**config.mk**
```make
export PLATFORM = sky130hd
export DESIGN_NAME = trap_ctrl
export DESIGN_NICKNAME = d
export VERILOG_FILES = /design/src/rtl/trap_ctrl.sv
export SDC_FILE = /design/constraint.sdc
export NUM_CORES = 1
export LEC_CHECK = 0
export ABC_AREA = 0
export ABC_CLOCK_PERIOD_IN_PS = 4800
export BUFFER_PORTS_ARGS = -buffer_cell sky130_fd_sc_hd__buf_2
export CAP_MARGIN = 20
export CORE_MARGIN = 5
export CORE_UTILIZATION = 40
export DETAILED_ROUTE_END_ITERATION = 6
export PLACE_DENSITY_LB_ADDON = 0.15
export SETUP_SLACK_MARGIN = 0.3
export SYNTH_ARGS = -nofsm -noshare
export SYNTH_HDL_FRONTEND = slang
export SYNTH_SLANG_ARGS = --single-unit
```
**constraint.sdc**
```tcl
create_clock -name clk_i -period 4.8 [get_ports clk_i]
set_clock_uncertainty 0.15 [all_clocks]
set_input_delay 0.96 -clock clk_i [delete_from_list [all_inputs] [get_ports clk_i]]
set_output_delay 0.96 -clock clk_i [all_outputs]
set_load 0.1 [all_outputs]
```
**src/rtl/trap_ctrl.sv**
```systemverilog
// Pipeline control: stall merge, trap/interrupt detection, CSR save/restore sequencing and
// PC redirect for the 6-stage core.
module trap_ctrl #(
  parameter int unsigned ADDR_WIDTH  = 32,
  parameter logic [11:0] CSR_MSTATUS = 12'h300,
  parameter logic [11:0] CSR_MEPC    = 12'h341,
  parameter logic [11:0] CSR_MCAUSE  = 12'h342
) (
  input  logic                  clk_i,
  input  logic                  rst_i,
  input  logic                  stall_req_if_i,
  input  logic                  stall_req_id_i,
  input  logic                  stall_req_ex_i,
  input  logic                  stall_req_mem_i,
  input  logic [31:0]           exception_i,
  input  logic [ADDR_WIDTH-1:0] inst_addr_i,
  input  logic                  irq_timer_i,
  input  logic                  irq_ext_i,
  input  logic [31:0]           mstatus_i,
  input  logic [31:0]           mie_i,
  input  logic [31:0]           mtvec_i,
  input  logic [31:0]           mepc_i,
  output logic [5:0]            stall_o,
  output logic                  flush_int_o,
  output logic                  pc_we_o,
  output logic [ADDR_WIDTH-1:0] new_pc_o,
  output logic                  csr_we_o,
  output logic [11:0]           csr_waddr_o,
  output logic [31:0]           csr_wdata_o
);

  typedef enum logic [2:0] {StIdle, StMepc, StMcause, StMstat, StMret, StJump} state_e;

  state_e                  state_q, state_d;
  logic [31:0]             cause_q, cause_d;
  logic [ADDR_WIDTH-1:0]   epc_q, epc_d;
  logic [31:0]             mstatus_q, mstatus_d;
  logic                    mret_q, mret_d;

  logic                    trap_en;
  logic                    trap_valid;
  logic                    trap_is_mret;
  logic [31:0]             trap_cause;
  logic                    irq_ext_take;
  logic                    irq_timer_take;

  logic unused_bits;
  assign unused_bits = ^{exception_i[31:4], mie_i[31:12], mie_i[10:8], mie_i[6:0], mtvec_i[1:0]};

  // A stalled MEM stage or a bubble cannot be the faulting/interrupted instruction.
  assign trap_en        = !stall_req_mem_i && (inst_addr_i != '0);
  assign irq_ext_take   = irq_ext_i & mstatus_i[3] & mie_i[11];
  assign irq_timer_take = irq_timer_i & mstatus_i[3] & mie_i[7];

  always_comb begin
    trap_valid   = 1'b0;
    trap_is_mret = 1'b0;
    trap_cause   = '0;
    if (trap_en) begin
      if (exception_i[0]) begin
        trap_valid = 1'b1;
        trap_cause = 32'd11;
      end else if (exception_i[1]) begin
        trap_valid = 1'b1;
        trap_cause = 32'd3;
      end else if (exception_i[2]) begin
        trap_valid = 1'b1;
        trap_cause = 32'd2;
      end else if (exception_i[3]) begin
        trap_valid   = 1'b1;
        trap_is_mret = 1'b1;
      end else if (irq_ext_take) begin
        trap_valid = 1'b1;
        trap_cause = 32'h8000_000B;
      end else if (irq_timer_take) begin
        trap_valid = 1'b1;
        trap_cause = 32'h8000_0007;
      end
    end
  end

  always_comb begin
    state_d     = state_q;
    cause_d     = cause_q;
    epc_d       = epc_q;
    mstatus_d   = mstatus_q;
    mret_d      = mret_q;
    stall_o     = '0;
    flush_int_o = 1'b0;
    pc_we_o     = 1'b0;
    new_pc_o    = '0;
    csr_we_o    = 1'b0;
    csr_waddr_o = '0;
    csr_wdata_o = '0;

    unique case (state_q)
      StIdle: begin
        if (trap_valid) begin
          flush_int_o = 1'b1;
          cause_d     = trap_cause;
          epc_d       = inst_addr_i;
          mstatus_d   = mstatus_i;
          mret_d      = trap_is_mret;
          state_d     = trap_is_mret ? StMret : StMepc;
        end else if (stall_req_mem_i) begin
          stall_o = 6'b011111;
        end else if (stall_req_ex_i) begin
          stall_o = 6'b001111;
        end else if (stall_req_id_i) begin
          stall_o = 6'b000111;
        end else if (stall_req_if_i) begin
          stall_o = 6'b000011;
        end
      end
      StMepc: begin
        flush_int_o = 1'b1;
        stall_o     = 6'b111111;
        csr_we_o    = 1'b1;
        csr_waddr_o = CSR_MEPC;
        csr_wdata_o = 32'(epc_q);
        state_d     = StMcause;
      end
      StMcause: begin
        flush_int_o = 1'b1;
        stall_o     = 6'b111111;
        csr_we_o    = 1'b1;
        csr_waddr_o = CSR_MCAUSE;
        csr_wdata_o = cause_q;
        state_d     = StMstat;
      end
      StMstat: begin
        flush_int_o    = 1'b1;
        stall_o        = 6'b111111;
        csr_we_o       = 1'b1;
        csr_waddr_o    = CSR_MSTATUS;
        csr_wdata_o    = mstatus_q;
        csr_wdata_o[7] = mstatus_q[3];
        csr_wdata_o[3] = 1'b0;
        state_d        = StJump;
      end
      StMret: begin
        flush_int_o    = 1'b1;
        stall_o        = 6'b111111;
        csr_we_o       = 1'b1;
        csr_waddr_o    = CSR_MSTATUS;
        csr_wdata_o    = mstatus_q;
        csr_wdata_o[3] = mstatus_q[7];
        csr_wdata_o[7] = 1'b1;
        state_d        = StJump;
      end
      StJump: begin
        flush_int_o = 1'b1;
        pc_we_o     = 1'b1;
        new_pc_o    = mret_q ? ADDR_WIDTH'(mepc_i) : ADDR_WIDTH'({mtvec_i[31:2], 2'b00});
        state_d     = StIdle;
      end
      default: state_d = StIdle;
    endcase

    // Outputs must drop the moment reset asserts, even while IDLE sees a trap or stall request.
    if (rst_i) begin
      stall_o     = '0;
      flush_int_o = 1'b0;
      pc_we_o     = 1'b0;
      new_pc_o    = '0;
      csr_we_o    = 1'b0;
      csr_waddr_o = '0;
      csr_wdata_o = '0;
    end
  end

  always_ff @(posedge clk_i or posedge rst_i) begin
    if (rst_i) begin
      state_q   <= StIdle;
      cause_q   <= '0;
      epc_q     <= '0;
      mstatus_q <= '0;
      mret_q    <= 1'b0;
    end else begin
      state_q   <= state_d;
      cause_q   <= cause_d;
      epc_q     <= epc_d;
      mstatus_q <= mstatus_d;
      mret_q    <= mret_d;
    end
  end

endmodule

```
==> reports/qor.txt, run 1 <==
Io pins: 285
Mapped Cells: 391
Vias per Instance: 5.07
Hpwl dp: 9.87 mm
PnR Total Power: 4330 uW
Row Count: 38
Worst rel slew slack: 33.2%
Routed WL per cell: 17.5 um
Initial antenna violation count: 1
Seq cells post-synth: 73
Maximum VDD drop: 0.443 mV
Simple-Gate Fraction of Synth Area: 11.8%
Run status: finished clean
Clk sinks: 73
Layout cell share with drive strength beyond 1: 54.3%
Port bufs: 217
Clk Latency, worst-skew pair: 0.32 ns
Root buffer selected by CTS: clkbuf_16
Min Tclk post-route: 4.17 ns
Distinct cells, synth: 42
Core ar.: 10900 sq um
Largest cells by area after synthesis: dfrtp_1 41%, mux2_4 22%, mux2i_1 6.9%, nor2_1 6.1%, a22oi_1 5.2%
Final net count: 795
CTS H-Tree Depth: 3
Number of synthesized flops with an enable pin: 0
DRC violation count after routing: 0
Top-area cell type share of the netlist area: 40.6%
Crit Path Class: input port to output port
Arrival time worst endpoint: 3.06 ns
Power per cell area: 738 nW/um^2
Final WL: 12.9 mm
Post-Syn Area: 4500 sq um
Lkg Pwr: 0.00296 uW
Seq/Total Area, Yosys: 40.6%
Vias: 3760
Die X: 116 um
Critical Path Sink Type: output port
Peak Freq: 240 MHz
Required time of the critical path: 3.69 ns
Clock Path Buffers: 2
Post-synth top cells: 73 x dfrtp_1, 73 x nor2_1, 67 x mux2_4
Hold Violations, Final: 0
Final max-slew violation count: 0
First-pass GRT wire length: 19.9 mm
Syn Area/Cell: 11.5 sq um
Worst-path maximum fanout: 4
Vias in the first global route: 4013
Die area: 13500 sq um
Synth Area in Adders: 0%
Fin crit share: 86.9%
Mux contribution to synthesized area: 30.8%
Clk pin slew, worst setup/hold paths: 0.06 ns
Setup TNS: 0 ns
Initial Util: 41.1%
Total iterations of the first detailed-routing run: 4
Synth area leader: dfrtp_1
Worst Hold Class: register to register
Xor-xnor portion of the synthesized cell area: 0%
CP startpoint kind: input port
GPL Wtd Cong: 0.798
Unrepaired setup endpoints after global routing: false
Area grow syn2layout: 30.4%
Post-CTS Resized: 0
CTS tree: done
FF-to-FF setup slack: 1.95 ns
CTS Hold Bufs: 0
Largest family of logic cells by synthesized area: multiplexers
Ys async rst share: 100%
Detailed router's first-iteration violation count: 132
Max-cap viol count: 0
CTS Buf Count: 9
Compound-Gate Fraction of Synth Area: 9.07%
Least-Margin Pin Slew: 1.00 ns
Tot GR Track Use: 18.7%
Synth Flop Type: dfrtp_1
Warnings from Yosys: 0
Setup violators final: 0
Largest net degree at the start of global routing: 54
Die height: 116 um
Post-CTS Setup Inserts: 0
Grt ovf: 0
ANT nets after route: 0
-- layout make-up --
cell class,count,area [sq um]
Antenna cell,1,2.50
Clock buffer,11,253
Clock inverter,5,63.8
Fill cell,1004,5070
Inverter,6,26.3
Multi-Input combinational cell,279,2370
Sequential cell,73,1830
Tap cell,140,175
Timing Repair Buffer,226,1150
-- per-stage QoR --
step | hold slack [ns] | worst slack (ns) | util [%] | area (sq um) | cells
floorplan | 0.321 | 0.229 | - | 4540 | 397
global placement | 0.342 | 0.631 | 50.7 | 5550 | 724
detailed placement | 0.344 | 0.632 | 50.7 | 5550 | 724
CTS | 0.361 | 0.626 | 53.6 | 5870 | 740
global route | 0.368 | 0.562 | 53.7 | 5870 | 741
finish | 0.359 | 0.628 | 53.7 | 5870 | 741
-- power breakdown --
part,internal [uW],switching (uW)
sequential,918,232
combinational,853,1630
clock,433,262
-- placed cells by master (no fill, tap or decap), types with 3 or more instances in the layout --
cell,n
buf_2,217
buf_4,9
a22oi_1,31
nor3_1,3
mux2_4,67
clkbuf_16,9
nor2_1,72
clkinv_4,3
a21oi_1,10
dfrtp_1,73
nor4_1,10
nand2b_1,3
mux2i_1,31
mux2_2,6
inv_1,5
conb_1,7
-- worst max-delay path: stages --
cell      delay [ns]
buf_2           0.11
nor4_1          0.43
nand4_1         0.32
o221ai_4        0.37
nand3_1         0.20
o21ai_2         0.22
buf_2           0.45
-- path summary, 6_finish.rpt --
path,start,endpoint,depth (start not counted)
min in group asynchronous,rst_i,mstatus_q[2]$_DFFE_PP0P_,2
worst min-delay path,epc_q[20]$_DFFE_PP0P_,epc_q[20]$_DFFE_PP0P_,1
worst min register to register,epc_q[20]$_DFFE_PP0P_,epc_q[20]$_DFFE_PP0P_,1
worst max-delay path,inst_addr_i[16],stall_o[0],7
worst max register to register,state_q[1]$_DFFE_PP0P_,epc_q[15]$_DFFE_PP0P_,4
max in group asynchronous,rst_i,epc_q[14]$_DFFE_PP0P_,3
-- logic make-up after synthesis --
| kind of cell | Yosys count |
|---|---|
| and+or+nand+nor | 112 |
| muxes | 104 |
| DFF | 73 |
| AOI/OAI and AO/OA | 56 |
| buffers and inverters | 45 |
| other | 1 |
-- layer usage --
| layer | up-vias | part of all wire, % | track usage (%) |
|---|---|---|---|
| met1 | 1821 | 42 | 23.4 |
| li1 | 1789 | - | - |
| met3 | 13 | 6.0 | 4.18 |
| met4 | 0 | 1.4 | 4.87 |
| met2 | 137 | 51 | 32.6 |
| met5 | - | 0 | 0 |
-- flip-flops by register name, indices dropped and copies added (netlist names) --
name,count
mstatus_q,32
epc_q,32
mret_q,1
state_q,3
cause_q,5
Note: power is estimated with default switching activity, not from simulation.
==> run 2: changes to the inputs <==
--- a/config.mk
+++ b/config.mk
@@ -10,7 +10,7 @@
 export BUFFER_PORTS_ARGS = -buffer_cell sky130_fd_sc_hd__buf_2
 export CAP_MARGIN = 20
 export CORE_MARGIN = 5
-export CORE_UTILIZATION = 40
+export CORE_UTILIZATION = 43
 export DETAILED_ROUTE_END_ITERATION = 6
 export PLACE_DENSITY_LB_ADDON = 0.15
 export SETUP_SLACK_MARGIN = 0.3
==> run 2 against run 1 <==
Against the previous run: via count decreased by 0.82%; combinational power about the same; design area decreased by 2.1%; power decreased by 4.8%; routed wire length decreased by 2.3%; die area decreased by 6.4%; count of clock-buffer cells in the layout unchanged; critical path type unchanged; critical endpoint unchanged; largest cell class unchanged.
==> reports/qor.txt, run 2 (synthesis gave the netlist of run 1 again) <==
Crit-path cells: buf_2 > nor4_1 > nand4_1 > o221ai_4 > nand3_1 > o21ai_2 > buf_2
Most common cell after layout, fill and taps aside: buf_2
Final net count: 794 (-0.13%)
Antenna cells: 0 (-1)
Clk Latency, worst-skew pair: 0.34 ns (+0.02 ns)
GPL Wtd Cong: 0.775 (-2.9%)
Row Count: 37 (-2.6%)
Critical Path Sink Type: output port
Maximum VDD drop: 0.522 mV (+18%)
Hold Violations, Final: 0 (unchanged)
Worst R2R End: epc_q[27]$_DFFE_PP0P_
Port bufs: 217 (unchanged)
Die height: 112 um (-3.2%)
WHS Endpoint: epc_q[16]$_DFFE_PP0P_
Clock Path Buffers: 2 (unchanged)
Cell mode on critical path: buf_2
CTS H-Tree Depth: 3 (unchanged)
Biggest regs: epc_q: 32 flops, mstatus_q: 32 flops, cause_q: 5 flops
Tot GR Track Use: 19.8% (+1.1 points)
Hold path depth: 1 (unchanged)
CTS tree: done
WP buf/inv: 2 (unchanged)
Root buffer selected by CTS: clkbuf_8
Seq. cell area: 1830 sq um (unchanged)
Setup violators final: 0 (unchanged)
Worst rel slew slack: 31.3% (-1.8 points)
Vias per Instance: 5.07 (about the same)
CTS Buf Count: 9 (unchanged)
Worst Hold Class: register to register
Die X: 112 um (-3.2%)
Crit Path Class: input port to output port
Lkg Pwr: 0.00290 uW (-2.0%)
Grt ovf: 0 (unchanged)
Commonest non-fill, non-tap cells in the layout: 217 x buf_2, 73 x dfrtp_1, 72 x nor2_1
Arrival time worst endpoint: 3.05 ns (about the same)
Worst-path maximum fanout: 4 (unchanged)
Required time of the critical path: 3.69 ns (about the same)
Area of the multi-input gates: 2370 sq um (unchanged)
Routed WL per cell: 17.2 um (-1.5%)
First-pass GRT wire length: 20.2 mm (+1.8%)
Min Tclk post-route: 4.16 ns (-0.0136 ns)
Fin crit share: 86.6% (-0.28 points)
Crit. Startpoint: inst_addr_i[16]
Core ar.: 10300 sq um (-6.0%)
Delay-heaviest family, CP: simple AND/OR/NAND/NOR gates
Largest net degree at the start of global routing: 74 (+37%)
Max-cap viol count: 0 (unchanged)
Critical Path Max Stage Delay: 0.46 ns (about the same)
Area grow syn2layout: 27.7%
Worst hold start: epc_q[16]$_DFFE_PP0P_
Power per cell area: 717 nW/um^2 (-2.8%)
Post-Place Cells: 719 (-0.69%)
Layout cell share with drive strength beyond 1: 54.1% (-0.24 points)
Post-CTS Setup Inserts: 0 (unchanged)
ANT nets after route: 0 (unchanged)
Setup TNS: 0 ns (unchanged)
DRC violation count after routing: 0 (unchanged)
Vias in the first global route: 4082 (+1.7%)
Clk sinks: 73 (unchanged)
Cells on worst reg2reg path: 5 (+1)
Initial antenna violation count: 0 (-1)
Total iterations of the first detailed-routing run: 4 (unchanged)
Final max-slew violation count: 0 (unchanged)
Critical path depth: 7 (unchanged)
Die area: 12600 sq um (-6.4%)
CP startpoint kind: input port
Io pins: 285 (unchanged)
Clk pin slew, worst setup/hold paths: 0.07 ns (about the same)
Initial Util: 43.8% (+2.6 points)
Post-route insts no fill: 735 (-0.81%)
Vias: 3729 (-0.82%)
Unrepaired setup endpoints after global routing: false
Final WL: 12.6 mm (-2.3%)
Detailed router's first-iteration violation count: 190 (+44%)
Post-CTS Resized: 0 (unchanged)
Peak Freq: 240 MHz (+0.33%)
CTS Hold Bufs: 0 (unchanged)
Run status: finished clean
Slowest cell on the critical path: nor4_1
FF-to-FF setup slack: 1.66 ns (-0.29 ns)
Reg2reg start: state_q[1]$_DFFE_PP0P_
Least-Margin Pin Slew: 1.03 ns (+0.0273 ns)
Fill cells: 924 (-8.0%)
Hpwl dp: 9.57 mm (-3.0%)
-- run 2: cell count changes in the layout (fill, tap and decap cells not counted) --
cell        delta
clkbuf_8       +8
clkbuf_16      -9
diode_2        -1
clkinvlp_4     +1
clkinv_4       -3
clkinv_2       +2
buf_12         +1
clkbuf_1       +1
buf_4          -2
-- run 2: how the worst max path moves through the flow --
| stage | endpoint | slack, ns |
|---|---|---|
| finish | stall_o[0] | 0.64 |
| global route | stall_o[3] | 0.42 |
| CTS | stall_o[0] | 0.65 |
| detailed placement | stall_o[0] | 0.65 |
| global placement | stall_o[0] | 0.64 |
| floorplan | stall_o[2] | 0.23 |
-- run 2: area by class of cell --
| class | instances | share of cell area (%) |
|---|---|---|
| clock inverter | 5 | 0.958 |
| tap | 136 | 2.96 |
| clock buffer | 11 | 2.46 |
| timing repair buffer | 225 | 20.2 |
| multi-input combinational | 279 | 41.2 |
| inverter | 6 | 0.457 |
| sequential | 73 | 31.8 |
-- run 2: routing by layer --
metal | track usage (%) | vias to the layer above | share of wire (%)
met1 | 23.9 | 1794 | 41
met5 | 0 | - | 0
met4 | 5.93 | 0 | 1.2
met2 | 35.3 | 135 | 52
met3 | 4.26 | 12 | 6.2
li1 | - | 1788 | -
-- run 2: through the flow --
| step | util (%) | setup slack (ns) | power [uW] | hold WS (ns) | cell area, sq um |
|---|---|---|---|---|---|
| 2_1_floorplan | - | 0.229 | 3310 | 0.321 | 4540 |
| 6_report | 55.9 | 0.642 | 4120 | 0.362 | 5750 |
| 3_5_place_dp | 54.0 | 0.652 | 3660 | 0.343 | 5550 |
| 3_3_place_gp | 54.0 | 0.638 | 3630 | 0.342 | 5550 |
| 4_1_cts | 55.9 | 0.646 | 4160 | 0.364 | 5750 |
| 5_1_grt | 55.9 | 0.418 | 4340 | 0.378 | 5750 |
-- run 2: power breakdown --
group	internal (uW)	switching, uW
Combinational	865	1630
Sequential	916	231
Clock	253	228
Total	2030	2090
-- run 2: worst register-to-register path: stages (launching register included) --
cell,delay [ns]
dfrtp_1,0.61
or3_1,0.56
nor2_8,0.14
buf_4,0.70
buf_4,0.51
mux2_4,0.35
==> run 3: changes to the inputs <==
--- a/config.mk
+++ b/config.mk
@@ -9,9 +9,9 @@
 export ABC_CLOCK_PERIOD_IN_PS = 4800
 export BUFFER_PORTS_ARGS = -buffer_cell sky130_fd_sc_hd__buf_2
 export CAP_MARGIN = 20
-export CORE_MARGIN = 5
-export CORE_UTILIZATION = 43
+export CORE_AREA = 2 2 112 114
 export DETAILED_ROUTE_END_ITERATION = 6
+export DIE_AREA = 0 0 114 116
 export PLACE_DENSITY_LB_ADDON = 0.15
 export SETUP_SLACK_MARGIN = 0.3
 export SYNTH_ARGS = -nofsm -noshare
==> run 3 against run 2 <==
Against the previous run: critical endpoint unchanged; power increased by 5.4%; maximum frequency decreased by 0.91%; largest cell class unchanged; critical path type unchanged; design area up 2.0%; non-clock buffer count shrank 1; largest power group unchanged; first-iteration DRC count increased by 15%.
==> reports/qor.txt, run 3 (synthesis gave the netlist of run 1 again) <==
Area grow syn2layout: 30.3%
Clk pin slew, worst setup/hold paths: 0.06 ns (about the same)
Arrival time worst endpoint: 3.09 ns (+0.04 ns)
CP startpoint kind: input port
Io pins: 285 (unchanged)
Hpwl dp: 9.32 mm (-2.7%)
Port bufs: 217 (unchanged)
Hold path depth: 1 (unchanged)
Reg2reg start: state_q[1]$_DFFE_PP0P_
Final WL: 12.5 mm (-1.1%)
Delay-heaviest family, CP: simple AND/OR/NAND/NOR gates
Vias: 3707 (-0.59%)
Largest net degree at the start of global routing: 74 (unchanged)
Die area: 13200 sq um (+4.9%)
Clk sinks: 73 (unchanged)
Power per cell area: 741 nW/um^2 (+3.3%)
Clk Latency, worst-skew pair: 0.33 ns (about the same)
Area of the multi-input gates: 2370 sq um (unchanged)
CTS Hold Bufs: 0 (unchanged)
Slowest cell on the critical path: nor4_1
Root buffer selected by CTS: clkbuf_16
Most common cell after layout, fill and taps aside: buf_2
Placed cell areas: 5540 sq um (-0.11%)
Maximum VDD drop: 0.258 mV (-50%)
Vias in the first global route: 3706 (-9.2%)
Critical Path Sink Type: output port
Critical Path Max Stage Delay: 0.46 ns (about the same)
CTS Buf Count: 9 (unchanged)
Vias per Instance: 4.98 (-1.9%)
Lkg Pwr: 0.00296 uW (+1.8%)
Post-CTS Setup Inserts: 0 (unchanged)
Post-Place Cells: 729 (+1.4%)
ANT nets after route: 0 (unchanged)
Crit Path Class: input port to output port
DRC violation count after routing: 0 (unchanged)
Hold Violations, Final: 0 (unchanged)
Post-CTS Resized: 0 (unchanged)
Routed WL per cell: 16.8 um (-2.4%)
Commonest non-fill, non-tap cells in the layout: 217 x buf_2, 73 x dfrtp_1, 72 x nor2_1
Cells on worst reg2reg path: 4 (-1)
Row Count: 40 (+8.1%)
Peak Freq: 238 MHz (-0.91%)
Grt ovf: 0 (unchanged)
Detailed router's first-iteration violation count: 218 (+15%)
Least-Margin Pin Slew: 1.06 ns (+0.0306 ns)
Required time of the critical path: 3.69 ns (about the same)
Initial antenna violation count: 0 (unchanged)
Final net count: 793 (-0.13%)
Worst-path maximum fanout: 4 (unchanged)
First-pass GRT wire length: 19.2 mm (-5.0%)
WP buf/inv: 2 (unchanged)
WHS Endpoint: epc_q[15]$_DFFE_PP0P_
CTS tree: done
Unrepaired setup endpoints after global routing: false
CTS H-Tree Depth: 3 (unchanged)
Worst R2R End: epc_q[15]$_DFFE_PP0P_
Die height: 116 um (+3.3%)
Tot GR Track Use: 18.8% (-0.97 points)
Setup violators final: 0 (unchanged)
Post-route insts no fill: 745 (+1.4%)
Design area: 5860 sq um (+2.0%)
Min Tclk post-route: 4.20 ns (+0.0383 ns)
Biggest regs: epc_q: 32 flops, mstatus_q: 32 flops, cause_q: 5 flops
Core ar.: 11900 sq um (+16%)
Initial Util: 37.8% (-6.0 points)
Worst Hold Class: register to register
Setup TNS: 0 ns (unchanged)
Run status: finished clean
Fin crit share: 87.4% (+0.80 points)
FF-to-FF setup slack: 1.67 ns (about the same)
Clock Path Buffers: 2 (unchanged)
Worst rel slew slack: 29.3% (-2.0 points)
Layout cell share with drive strength beyond 1: 54.2% (+0.090 points)
GPL Wtd Cong: 0.846 (+9.2%)
Max-cap viol count: 0 (unchanged)
Crit-path cells: buf_2 > nor4_1 > nand4_1 > o221ai_4 > nand3_1 > o21ai_2 > buf_2
Die X: 114 um (+1.5%)
Total iterations of the first detailed-routing run: 4 (unchanged)
Fill cells: 1118 (+21%)
Antenna cells: 0 (unchanged)
Seq. cell area: 1830 sq um (unchanged)
Cell mode on critical path: buf_2
Final max-slew violation count: 0 (unchanged)
Worst hold start: epc_q[15]$_DFFE_PP0P_
[run 3: cell count changes in the layout (fill, tap and decap cells not counted), sizes merged]
cell,previous run,this run
clkinv,2,4
clkbuf,11,9
bufinv,1,2
clkinvlp,3,2
buf,225,224
[run 3: how the worst max path moves through the flow]
stage                    from          to  slack, ns  depth (start not counted)
2_1_floorplan           rst_i  stall_o[2]       0.23                          3
3_3_place_gp   inst_addr_i[9]  stall_o[0]       0.56                          7
3_5_place_dp   inst_addr_i[9]  stall_o[0]       0.55                          7
4_1_cts        inst_addr_i[9]  stall_o[0]       0.54                          7
5_1_grt        inst_addr_i[9]  stall_o[1]       0.50                          7
6_report       inst_addr_i[9]  stall_o[0]       0.60                          7
[run 3: stage by stage]
stage / hold slack, ns / utilization, % / setup WS (ns) / power (uW)
finish: 0.356 / 49.2 / 0.603 / 4340
global route: 0.372 / 49.2 / 0.497 / 4580
CTS: 0.359 / 49.2 / 0.537 / 4380
detailed placement: 0.346 / 46.5 / 0.549 / 3640
global placement: 0.344 / 46.5 / 0.562 / 3620
floorplan: 0.321 / - / 0.229 / 3310
[run 3: power by group]
group	internal [uW]	switching [uW]
Combinational	854	1640
Clock	455	263
Sequential	918	218
Total	2230	2120
[run 3: worst register-to-register path, delay by kind of cell, from the launching register on]
kind | cells | cell delay (ns)
buf+inv | 1 | 0.83
simple gates | 2 | 0.92
flops | 1 | 0.60
mux | 1 | 0.51
[run 3: layer usage]
| metal | share of wire (%) | GRT usage (%) |
|---|---|---|
| met5 | 0 | 0 |
| met3 | 5.1 | 3.24 |
| met1 | 42 | 23.6 |
| met4 | 0.85 | 5.04 |
| met2 | 52 | 33.7 |
[run 3: final cells by class]
class / count / share of cell area, %
clock inverter: 7 / 1.62
multi-input combinational: 279 / 40.4
inverter: 6 / 0.448
clock buffer: 9 / 3.84
tap: 147 / 3.14
sequential: 73 / 31.2
timing repair buffer: 224 / 19.4
